--- src/rtl/mem_ctrl_pkg.sv ---
`default_nettype none
// ============================================================================
//  Module  : mem_ctrl_pkg
//  Purpose : Shared constants, state/client encodings and small helpers for
//            the unified byte-serial RAM port controller.
//  Ports   : (package, none)
//  Rev     : 1.0  initial release
// ============================================================================
package mem_ctrl_pkg;

    localparam int                    DATA_WIDTH = 32;
    localparam logic                  TRUE       = 1'b1;
    localparam logic                  FALSE      = 1'b0;
    localparam logic [DATA_WIDTH-1:0] ZERO_DATA  = '0;

    typedef enum logic [1:0] {
        MEM_IDLE  = 2'd0,
        MEM_READ  = 2'd1,
        MEM_WRITE = 2'd2
    } mem_state_t;

    typedef enum logic [1:0] {
        CLI_NONE  = 2'd0,
        CLI_FETCH = 2'd1,
        CLI_LSB   = 2'd2,
        CLI_ROB   = 2'd3
    } client_t;

    // Byte lane 'idx' of a little-endian word.
    function automatic logic [7:0] byte_lane(input logic [DATA_WIDTH-1:0] data,
                                             input logic [1:0]            idx);
        return data[{idx, 3'b000} +: 8];
    endfunction

endpackage
`default_nettype wire

--- src/rtl/mem_ctrl_ext.sv ---
`default_nettype none
// ============================================================================
//  Module  : mem_ctrl_ext
//  Purpose : Combinational size/sign extension of assembled load data.
//  Ports   : raw       in  32  little-endian assembled bytes
//            size      in  3   1/2/4 bytes
//            is_signed in  1   1 = sign-extend from the top loaded bit
//            data      out 32  extended result
//  Rev     : 1.0  initial release
// ============================================================================
module mem_ctrl_ext
    import mem_ctrl_pkg::*;
(
    input  logic [DATA_WIDTH-1:0] raw,
    input  logic [2:0]            size,
    input  logic                  is_signed,
    output logic [DATA_WIDTH-1:0] data
);

    always_comb begin
        data = raw;
        case (size)
            3'd1:    data = {{24{is_signed & raw[7]}},  raw[7:0]};
            3'd2:    data = {{16{is_signed & raw[15]}}, raw[15:0]};
            default: data = raw;
        endcase
    end

endmodule
`default_nettype wire

--- src/rtl/mem_ctrl.sv ---
`default_nettype none
// ============================================================================
//  Module  : mem_ctrl
//  Purpose : Sole owner of the byte-serial RAM port. Latches one request per
//            client (fetch, load, committed store), grants one at a time
//            (store > load > fetch), sequences 1/2/4-byte transfers and
//            returns a one-cycle done pulse with data.
//  Ports   : clk, rst (sync, active-high), rdy (global enable), in_flush
//            fetch  : in_fetcher_ce/addr  -> out_fetcher_ce/inst
//            load   : in_lsb_ce/size/signed/addr -> out_lsb_ce/data
//            store  : in_rob_ce/size/addr/data   -> out_rob_ce
//            RAM    : mem_din in, mem_dout/mem_a/mem_wr out (registered)
//            io_buffer_full : UART FIFO full, stalls IO-window writes
//  Rev     : 1.0  initial release
// ============================================================================
module mem_ctrl
    import mem_ctrl_pkg::*;
#(
    parameter logic [1:0] IO_ADDR_HI  = 2'b11,
    parameter int         FETCH_BYTES = 4
) (
    input  logic        clk,
    input  logic        rst,
    input  logic        rdy,
    input  logic        in_flush,
    input  logic        in_fetcher_ce,
    input  logic [31:0] in_fetcher_addr,
    output logic        out_fetcher_ce,
    output logic [31:0] out_fetcher_inst,
    input  logic        in_lsb_ce,
    input  logic [2:0]  in_lsb_size,
    input  logic        in_lsb_signed,
    input  logic [31:0] in_lsb_addr,
    output logic        out_lsb_ce,
    output logic [31:0] out_lsb_data,
    input  logic        in_rob_ce,
    input  logic [2:0]  in_rob_size,
    input  logic [31:0] in_rob_addr,
    input  logic [31:0] in_rob_data,
    output logic        out_rob_ce,
    input  logic [7:0]  mem_din,
    output logic [7:0]  mem_dout,
    output logic [31:0] mem_a,
    output logic        mem_wr,
    input  logic        io_buffer_full
);

    localparam logic [2:0] c_fetch_size = 3'(FETCH_BYTES);

    mem_state_t  r_state;
    client_t     r_client;
    logic [2:0]  r_cnt, r_size;
    logic [31:0] r_addr, r_wdata, r_buf;
    logic        r_signed;
    logic [7:0]  r_din_save;
    logic        r_rdy_d;

    // Request slots
    logic        r_f_valid;
    logic [31:0] r_f_addr;
    logic        r_l_valid, r_l_signed;
    logic [2:0]  r_l_size;
    logic [31:0] r_l_addr;
    logic        r_s_valid;
    logic [2:0]  r_s_size;
    logic [31:0] r_s_addr, r_s_data;

    client_t     w_grant;
    logic [31:0] w_g_addr, w_g_data, w_assembled, w_ext;
    logic [2:0]  w_g_size;
    logic        w_g_signed, w_stall_grant, w_stall_write;
    logic [7:0]  w_byte_in;

    // Grant selection: a pulse arriving this cycle is as good as a latched slot.
    // Flush suppresses fetch/load candidates so they are never granted.
    always_comb begin
        w_grant    = CLI_NONE;
        w_g_addr   = ZERO_DATA;
        w_g_data   = ZERO_DATA;
        w_g_size   = 3'd0;
        w_g_signed = FALSE;
        if (r_s_valid || in_rob_ce) begin
            w_grant  = CLI_ROB;
            w_g_addr = r_s_valid ? r_s_addr : in_rob_addr;
            w_g_size = r_s_valid ? r_s_size : in_rob_size;
            w_g_data = r_s_valid ? r_s_data : in_rob_data;
        end else if (!in_flush && (r_l_valid || in_lsb_ce)) begin
            w_grant    = CLI_LSB;
            w_g_addr   = r_l_valid ? r_l_addr   : in_lsb_addr;
            w_g_size   = r_l_valid ? r_l_size   : in_lsb_size;
            w_g_signed = r_l_valid ? r_l_signed : in_lsb_signed;
        end else if (!in_flush && (r_f_valid || in_fetcher_ce)) begin
            w_grant  = CLI_FETCH;
            w_g_addr = r_f_valid ? r_f_addr : in_fetcher_addr;
            w_g_size = c_fetch_size;
        end
    end

    assign w_stall_grant = (w_g_addr[17:16] == IO_ADDR_HI) && io_buffer_full;
    assign w_stall_write = (r_addr[17:16]   == IO_ADDR_HI) && io_buffer_full;

    // The RAM keeps answering while rdy is low, so after a pause mem_din
    // reflects the held address rather than the previous one. The byte seen in
    // the first paused cycle is saved and substituted on resume.
    assign w_byte_in = r_rdy_d ? mem_din : r_din_save;

    // r_cnt counts READ cycles; the byte arriving now belongs to lane r_cnt-1.
    always_comb begin
        w_assembled = r_buf;
        case (r_cnt)
            3'd1:    w_assembled[7:0]   = w_byte_in;
            3'd2:    w_assembled[15:8]  = w_byte_in;
            3'd3:    w_assembled[23:16] = w_byte_in;
            3'd4:    w_assembled[31:24] = w_byte_in;
            default: ;
        endcase
    end

    mem_ctrl_ext u_ext (
        .raw       (w_assembled),
        .size      (r_size),
        .is_signed (r_signed),
        .data      (w_ext)
    );

    always_ff @(posedge clk) begin
        if (rst) begin
            r_state <= MEM_IDLE;   r_client <= CLI_NONE;
            r_cnt <= 3'd0;         r_size <= 3'd0;        r_signed <= FALSE;
            r_addr <= ZERO_DATA;   r_wdata <= ZERO_DATA;  r_buf <= ZERO_DATA;
            r_din_save <= 8'h00;   r_rdy_d <= TRUE;
            r_f_valid <= FALSE;    r_f_addr <= ZERO_DATA;
            r_l_valid <= FALSE;    r_l_addr <= ZERO_DATA;
            r_l_size <= 3'd0;      r_l_signed <= FALSE;
            r_s_valid <= FALSE;    r_s_addr <= ZERO_DATA;
            r_s_size <= 3'd0;      r_s_data <= ZERO_DATA;
            out_fetcher_ce <= FALSE; out_fetcher_inst <= ZERO_DATA;
            out_lsb_ce <= FALSE;     out_lsb_data <= ZERO_DATA;
            out_rob_ce <= FALSE;
            mem_dout <= 8'h00;     mem_a <= ZERO_DATA;    mem_wr <= FALSE;
        end else if (!rdy) begin
            if (r_rdy_d) r_din_save <= mem_din;
            r_rdy_d <= FALSE;
        end else begin
            r_rdy_d        <= TRUE;
            out_fetcher_ce <= FALSE;
            out_lsb_ce     <= FALSE;
            out_rob_ce     <= FALSE;

            // Slot capture; a grant below in the same cycle overrides the set.
            if (in_rob_ce) begin
                r_s_valid <= TRUE;  r_s_addr <= in_rob_addr;
                r_s_size <= in_rob_size; r_s_data <= in_rob_data;
            end
            if (in_lsb_ce && !in_flush) begin
                r_l_valid <= TRUE;  r_l_addr <= in_lsb_addr;
                r_l_size <= in_lsb_size; r_l_signed <= in_lsb_signed;
            end
            if (in_fetcher_ce && !in_flush) begin
                r_f_valid <= TRUE;  r_f_addr <= in_fetcher_addr;
            end
            if (in_flush) begin
                r_l_valid <= FALSE;
                r_f_valid <= FALSE;
            end

            case (r_state)
                MEM_IDLE: begin
                    mem_wr   <= FALSE;
                    r_client <= w_grant;
                    r_addr   <= w_g_addr;
                    r_size   <= w_g_size;
                    r_signed <= w_g_signed;
                    r_wdata  <= w_g_data;
                    r_buf    <= ZERO_DATA;
                    case (w_grant)
                        CLI_ROB: begin
                            r_s_valid <= FALSE;
                            r_state   <= MEM_WRITE;
                            if (w_stall_grant) begin
                                r_cnt <= 3'd0;
                            end else begin
                                mem_wr   <= TRUE;
                                mem_a    <= w_g_addr;
                                mem_dout <= w_g_data[7:0];
                                r_cnt    <= 3'd1;
                            end
                        end
                        CLI_LSB, CLI_FETCH: begin
                            if (w_grant == CLI_LSB) r_l_valid <= FALSE;
                            else                    r_f_valid <= FALSE;
                            r_state <= MEM_READ;
                            mem_a   <= w_g_addr;
                            r_cnt   <= 3'd0;
                        end
                        default: ;
                    endcase
                end

                MEM_READ: begin
                    if (in_flush) begin
                        r_state <= MEM_IDLE;
                    end else if (r_cnt == r_size) begin
                        r_state <= MEM_IDLE;
                        if (r_client == CLI_FETCH) begin
                            out_fetcher_ce   <= TRUE;
                            out_fetcher_inst <= w_assembled;
                        end else begin
                            out_lsb_ce   <= TRUE;
                            out_lsb_data <= w_ext;
                        end
                    end else begin
                        r_buf <= w_assembled;
                        if (3'(r_cnt + 3'd1) < r_size)
                            mem_a <= r_addr + 32'(r_cnt) + 32'd1;
                        r_cnt <= r_cnt + 3'd1;
                    end
                end

                MEM_WRITE: begin
                    if (r_cnt == r_size) begin
                        mem_wr     <= FALSE;
                        out_rob_ce <= TRUE;
                        r_state    <= MEM_IDLE;
                    end else if (w_stall_write) begin
                        mem_wr <= FALSE;
                    end else begin
                        mem_wr   <= TRUE;
                        mem_a    <= r_addr + 32'(r_cnt);
                        mem_dout <= byte_lane(r_wdata, r_cnt[1:0]);
                        r_cnt    <= r_cnt + 3'd1;
                    end
                end

                default: r_state <= MEM_IDLE;
            endcase
        end
    end

endmodule
`default_nettype wire
--- config.mk ---
export PLATFORM = sky130hd
export DESIGN_NAME = mem_ctrl
export DESIGN_NICKNAME = d
export VERILOG_FILES = /design/src/rtl/mem_ctrl_pkg.sv /design/src/rtl/mem_ctrl_ext.sv /design/src/rtl/mem_ctrl.sv
export SDC_FILE = /design/constraint.sdc
export NUM_CORES = 1
export LEC_CHECK = 0
export BUFFER_PORTS_ARGS = -buffer_cell sky130_fd_sc_hd__buf_2
export CORE_UTILIZATION = 44
export CTS_BUF_LIST = sky130_fd_sc_hd__clkbuf_8
export DETAILED_ROUTE_END_ITERATION = 12
export GPL_TIMING_DRIVEN = 1
export PLACE_DENSITY_LB_ADDON = 0.05
export SYNTH_ARGS = -nofsm -noshare
export SYNTH_HDL_FRONTEND = slang
export SYNTH_HIERARCHICAL = 1
export SYNTH_SLANG_ARGS = --single-unit
--- constraint.sdc ---
create_clock -name clk -period 10.45 [get_ports clk]
set_input_delay 1.045 -clock clk [delete_from_list [all_inputs] [get_ports clk]]
set_output_delay 1.045 -clock clk [all_outputs]
set_load 0.01 [all_outputs]
== Yosys cells after proc, flatten, opt, wreduce, memory -nomap -nowiden ==
Cells that the tools add are included.

* $add $sub $neg: 3
* Magnitude comparators: 1
* Equal/unequal tests: 24
* Shift operators: 1
* Multiplexer cells: 81
* Bitwise operators: 4
* Reduce and logical (&&, ||, !) cells: 27

{| class="wikitable"
|+ Operators by type and width
! operator !! number
|-
| two-way mux 32 bit || 16
|-
| one-hot mux 32 bit (2 select lines) || 3
|-
| one-hot mux 32 bit (3 select lines) || 1
|-
| two-way mux 8 bit || 9
|-
| two-way mux 1 bit || 33
|-
| adder 32 x 1 -> 32 bit (second input constant) || 1
|-
| adder 32 x 3 -> 32 bit || 1
|-
| indexed part select 32 x 6 -> 8 bit || 1
|-
| two-way mux 3 bit || 9
|-
| one-hot mux 8 bit (2 select lines) || 1
|-
| inequality test 2 bit (second input constant) || 6
|-
| AND reduction 2 bit || 6
|-
| == test 2 bit (second input constant) || 5
|-
| AND reduction 5 bit || 2
|-
| == test 3 x 2 -> 1 bit (second input constant) || 3
|-
| one-hot mux 3 bit (3 select lines) || 1
|-
| AND reduction 9 bit || 1
|-
| two-way mux 2 bit || 4
|-
| AND reduction 7 bit || 1
|-
| == test 2 x 1 -> 1 bit (second input constant) || 3
|-
| == test 3 x 1 -> 1 bit (second input constant) || 2
|-
| logical AND 1 bit || 6
|-
| one-hot mux 2 bit (3 select lines) || 1
|-
| one-hot mux 3 bit (2 select lines) || 1
|-
| 19 further kinds || 24
|}

* Bits in registers: 362
* Bits of input ports: 151
* Output and inout bits: 108
* Logic and storage cells: 169

== Logic depth before layout (Yosys ltp) ==
* Depth in word-level cells: 10
* Depth in mapped cells: 16
* Depth with buffers taken out: 12

== Cells and area by module ==
Netlist, hierarchy kept.

{| class="wikitable"
|+ By module, submodules not included
! module !! times used !! cells each !! area an instance (um^2) !! seq. area each (um^2)
|-
| mem_ctrl || 1 || 2302 || 17798.3 || 7247.0
|-
| mem_ctrl_ext || 1 || 44 || 349.1 || 0.0
|}

== Least setup slack after synthesis ==
Ideal clock, no wire load.

* Path kind: input-to-reg
* Start: input port in_rob_ce
* End: register mem_a[0]
* Setup time: 0.128 ns
* Arrival: 4.361 ns
* Required time: 10.322 ns
* Path slack: 5.961 ns
* Stages: 16
* Buffers on the path: 7
* Cell sequence: clkbuf_1 or2_2 clkbuf_1 clkbuf_1 clkbuf_1 nor2_1 ha_1 nand3_1 and3b_1 o211ai_1 or3_1 clkbuf_1 clkbuf_1 buf_1 a21oi_1 nor2_1

* Cells in the longest elaborated chain, start to end: 6
* Elaborated cells between the ends (all ways): 15
* Those cells by class: eq/ne: 6; mux: 5; reduce/logical: 4

{| class="wikitable"
|+ Ends and longest elaborated chain
! element !! RTL line !! source
|-
| from (decl) || mem_ctrl.sv:36 || <nowiki>input logic in_rob_ce,</nowiki>
|-
| logical OR 1 bit * || mem_ctrl.sv:82 || <nowiki>if (r_s_valid || in_rob_ce) begin</nowiki>
|-
| two-way mux 2 bit / two-way mux 32 bit (equally long branches) || mem_ctrl.sv:82 ||
|-
| == test 2 bit, or another cell as far along || mem_ctrl.sv:176 || <nowiki>case (w_grant)</nowiki>
|-
| OR reduction 2 bit / logical AND 1 bit (equally long branches) || mem_ctrl.sv:176, mem_ctrl.sv:99 ||
|-
| inequality test 3 x 1 -> 1 bit (no line), or another cell as far along || - ||
|-
| AND reduction 9 bit (no line) / one-hot mux 32 bit (3 select lines) (equally long branches) || - ||
|-
| to (signal assigned) || mem_ctrl.sv:184 || <nowiki>mem_a <= w_g_addr;</nowiki>
|-
| to (signal assigned) || mem_ctrl.sv:193 || <nowiki>mem_a <= w_g_addr;</nowiki>
|-
| to (signal assigned) || mem_ctrl.sv:215 || <nowiki>mem_a <= r_addr + 32'(r_cnt) + 32'd1;</nowiki>
|-
| to (decl) || mem_ctrl.sv:43 || <nowiki>output logic [31:0] mem_a,</nowiki>
|}

Every way passes the cells marked *; elsewhere a longest branch is shown, timed or not. The select of a mux whose other input is x is not followed.
A chain may end at the register's enable or synchronous reset.

== Worst setup path after layout ==
* Start: register r_cnt[0]
* End: register mem_a[24]

* Cells in the longest elaborated chain, start to end: 6
* Elaborated cells between the ends (all ways): 15
* Those cells by class: add/sub: 3; order compare: 1; eq/ne: 4; mux: 6; reduce/logical: 1

{| class="wikitable"
|+ Ends and longest elaborated chain
! element !! RTL line !! source
|-
| from (decl) || mem_ctrl.sv:52 || <nowiki>logic [2:0] r_cnt, r_size;</nowiki>
|-
| from (signal assigned) || mem_ctrl.sv:216 || <nowiki>r_cnt <= r_cnt + 3'd1;</nowiki>
|-
| from (signal assigned) || mem_ctrl.sv:231 || <nowiki>r_cnt <= r_cnt + 3'd1;</nowiki>
|-
| adder 32 x 3 -> 32 bit || mem_ctrl.sv:215, mem_ctrl.sv:229 ||
|-
| adder 32 x 1 -> 32 bit || mem_ctrl.sv:215 ||
|-
| two-way mux 32 bit || mem_ctrl.sv:214 || <nowiki>if (3'(r_cnt + 3'd1) < r_size)</nowiki>
|-
| two-way mux 32 bit || mem_ctrl.sv:203 || <nowiki>end else if (r_cnt == r_size) begin</nowiki>
|-
| two-way mux 32 bit || mem_ctrl.sv:201 || <nowiki>if (in_flush) begin</nowiki>
|-
| one-hot mux 32 bit (3 select lines) || mem_ctrl.sv:167 || <nowiki>case (r_state)</nowiki>
|-
| to (signal assigned) || mem_ctrl.sv:184 ||
|-
| to (signal assigned) || mem_ctrl.sv:215 ||
|-
| to (signal assigned) || mem_ctrl.sv:229 || <nowiki>mem_a <= r_addr + 32'(r_cnt);</nowiki>
|}

Several ways; a longest one is shown, not always the timed one. The select of a mux whose other input is x is not followed.

==> impl_metrics.py <==
metrics = {
    "outcome": {
        "status": "completed",
    },
    "clock_tree": {
        "clock_path_buffers": 3,
        "root_buffer": "clkbuf_8",
        "cts_resized": 0,
        "post_cts_buffers": 0,
        "cts_tree": "yes",
        "cts_max_level": 3,
        "clk_latency_ns": 0.63,
        "cts_num_sinks": 362,
        "cts_buffers": 66,
        "cts.clk_slew.worst_paths_ns": 0.06,
        "hold_buffers": 0,
    },
    "setup_path": {
        "crit_path_frequent_cell": "a21oi_1",
        "path_class": "register to register",
        "path_delay_family": "simple AND/OR/NAND/NOR gates",
        "cp_data_arrival_time_ns": 5.57,
        "endpoint_kind": "register",
        "worstPathMaxFanout": 15,
        "cp_slowest_cell": "dfxtp_1",
        "startpoint_type": "register",
        "crit_required_ns": 10.98,
        "critPathMaxStageDelay_ns": 0.91,
        "path_buf_inv": 1,
        "reg2reg_slack_ns": 5.41,
        "crit_chain": "ha_1 > inv_1 > fa_1 > nand2b_4 > a2111oi_2 > a21oi_1 > or3b_1 > nand4bb_1 > nor4_1 > xnor2_1 > a21oi_1 > o31ai_1",
    },
    "grt": {
        "grt_pass1_vias": 16100,
        "grt_pass1_wl_mm": 90.7,
        "met1_usage": 0.389,
        "grt.busiest_layer": "met2",
        "overflow": 0,
        "antenna_found_initial": 5,
        "gr-usage-met2": 0.412,
        "use_met3": 0.0600,
        "grt_max_degree": 105,
        "grt_usage": 0.277,
    },
    "sta": {
        "finalSetupViolCount": 0,
        "hold_viol": 0,
        "setup_tns_ns": 0,
        "fin_crit_ns": 5.04,
        "slew_violations": 0,
        "rsz0062_at_grt": "no",
        "skew_ns": 0.0243,
        "max_slew_margin": 0.189,
        "timing.final.crit_share": 0.483,
        "holdWs_ns": 0.448,
        "worstMarginPinSlew_ns": 1.22,
        "fmax_mhz": 198,
    },
    "floorplan": {
        "fp.coreArea_um2": 40700,
        "num_rows": 74,
        "io_pins": 259,
        "fp.dieW_um": 205,
        "fp.dieH_um": 205,
        "dieArea_um2": 42100,
        "start_util": 0.445,
    },
    "yosys": {
        "ys_ff_latch": 362,
        "synth_commonest_cells": "559 x nand2_1, 362 x dfxtp_1, 358 x a21oi_1, 160 x clkbuf_1, 158 x nor2_1",
        "yosysTopAreaCellShare": 0.399,
        "synth.most_common_cell": "nand2_1",
        "synthesis.area_um2": 18100,
        "yosys-top-cells-area": "dfxtp_1 40%, nand2_1 12%, a21oi_1 9.9%",
        "yosys_warnings": 6,
        "synth_area_per_cell_um2": 7.74,
        "syn_nets": 2515,
        "yosysTopAreaCell": "dfxtp_1",
        "synthArstFlopShare": 0,
        "yosysSeqAreaShare": 0.399,
        "syn_inst": 2346,
        "synth_ff_type": "dfxtp_1",
        "synth_edf_count": 0,
        "ys_types": 83,
    },
    "detailed_routing": {
        "drc_errors": 0,
        "viasPerCell": 5.62,
        "final_antenna_net_count": 0,
        "routed_wl_mm": 58.6,
        "drt-wirelength-per-cell_um": 19.0,
        "vias": 17300,
        "dr.pass1.iters": 5,
        "drt_iter0_drc": 1119,
    },
    "power": {
        "p_per_area_nw_per_um2": 165,
        "p_total_w": 0.00343,
        "p_leak_nw": 7.97,
        "ir_drop_mv": 0.0920,
    },
    "placed_design": {
        "place.gp.congestion": 0.896,
        "numPortBuffers": 258,
        "hpwl_mm": 39.8,
    },
    "cells_and_area": {
        "ff_latch_area_um2": 7250,
        "fillers": 4012,
        "nets": 2663,
        "syn2layout_area_growth_pct": 14.6,
        "multi_input_area_um2": 9970,
        "layout-drive-gt1-share": 0.184,
    },
    "min_path": {
        "holdCritPathClass": "register to register",
    },
    "run": {
        "maxCapViolations": 0,
    },
}
[cell families (layout without fill, tap and decap cells)]
group,Yosys count,count (layout),share of synthesized area
and+or+nand+nor,934,934,0.223
AOI/OAI and AO/OA,606,606,0.200
DFF,362,362,0.399
buffers and inverters,230,429,0.0523
muxes,143,143,0.0863
xor gates and xnor gates,53,53,0.0264
adders and majority gates,18,18,0.0128
other,0,2,0
[state kept, by name, summed over array words and instances (netlist names), 3 cells and up]
signal and cells:
r_l_addr 32, r_f_addr 32, out_lsb_data 32, r_s_size 3
out_fetcher_inst 32, r_cnt 3, r_din_save 8, r_buf 32
mem_dout 8, r_l_size 3, mem_a 32, r_size 3
r_wdata 32, r_addr 32, r_s_data 32, r_s_addr 32
[layout make-up]
cell class,count,area share
antenna,2,0.000241
clock buffer,80,0.0529
clock inverter,39,0.00980
inverter,23,0.00427
multi-input combinational,1754,0.479
sequential,362,0.349
tap,532,0.0320
timing repair buffer,287,0.0730
[power by group]
group	total (W)	internal (W)	switching [W]
combinational	0.000575	0.000197	0.000378
clock	0.00134	0.000719	0.000617
sequential	0.00152	0.00145	0.0000669
[layer usage]
layer / share of wire / wire (µm)
met1: 0.47 / 27300
met5: 0.00039 / 23
met2: 0.43 / 25400
met4: 0.031 / 1810
met3: 0.070 / 4110
[cell usage in the layout (no fill, tap or decap), drive strengths merged, types with 23 or more instances in the layout]
| cell type | instances |
|---|---|
| clkbuf | 80 |
| a211oi | 37 |
| buf | 287 |
| mux2 | 28 |
| a21o | 26 |
| or3 | 23 |
| inv | 52 |
| xor2 | 24 |
| nand3 | 57 |
| mux2i | 107 |
| a21oi | 359 |
| o21ai | 75 |
| dfxtp | 362 |
| xnor2 | 29 |
| a221oi | 23 |
| nor2 | 158 |
| nor3 | 43 |
| nand2 | 559 |
[tightest hold or removal path, delay by kind of cell, from the launching register on]
family | cells | cell delay (ns)
flops | 1 | 0.30
simple gates | 1 | 0.05
compound gates | 1 | 0.05
[per-stage QoR]
stage,util,area (µm²),cells,setup WS (ns)
6_report,0.511,20800,3079,5.41
3_3_place_gp,0.479,19500,2958,5.55
4_1_cts,0.511,20800,3077,5.43
2_1_floorplan,-,18100,2346,5.96
5_1_grt,0.511,20800,3078,4.96
3_5_place_dp,0.479,19500,2958,5.46
[worst paths after layout]
| kind | start | to | cells after the start |
|---|---|---|---|
| worst min register to register | r_client[1] | r_client[1] | 2 |
| worst min-delay path | r_client[1] | r_client[1] | 2 |
| worst max-delay path | r_cnt[0] | mem_a[24] | 12 |
| worst max register to register | r_cnt[0] | mem_a[24] | 12 |
(Power assumes the default switching activity.)
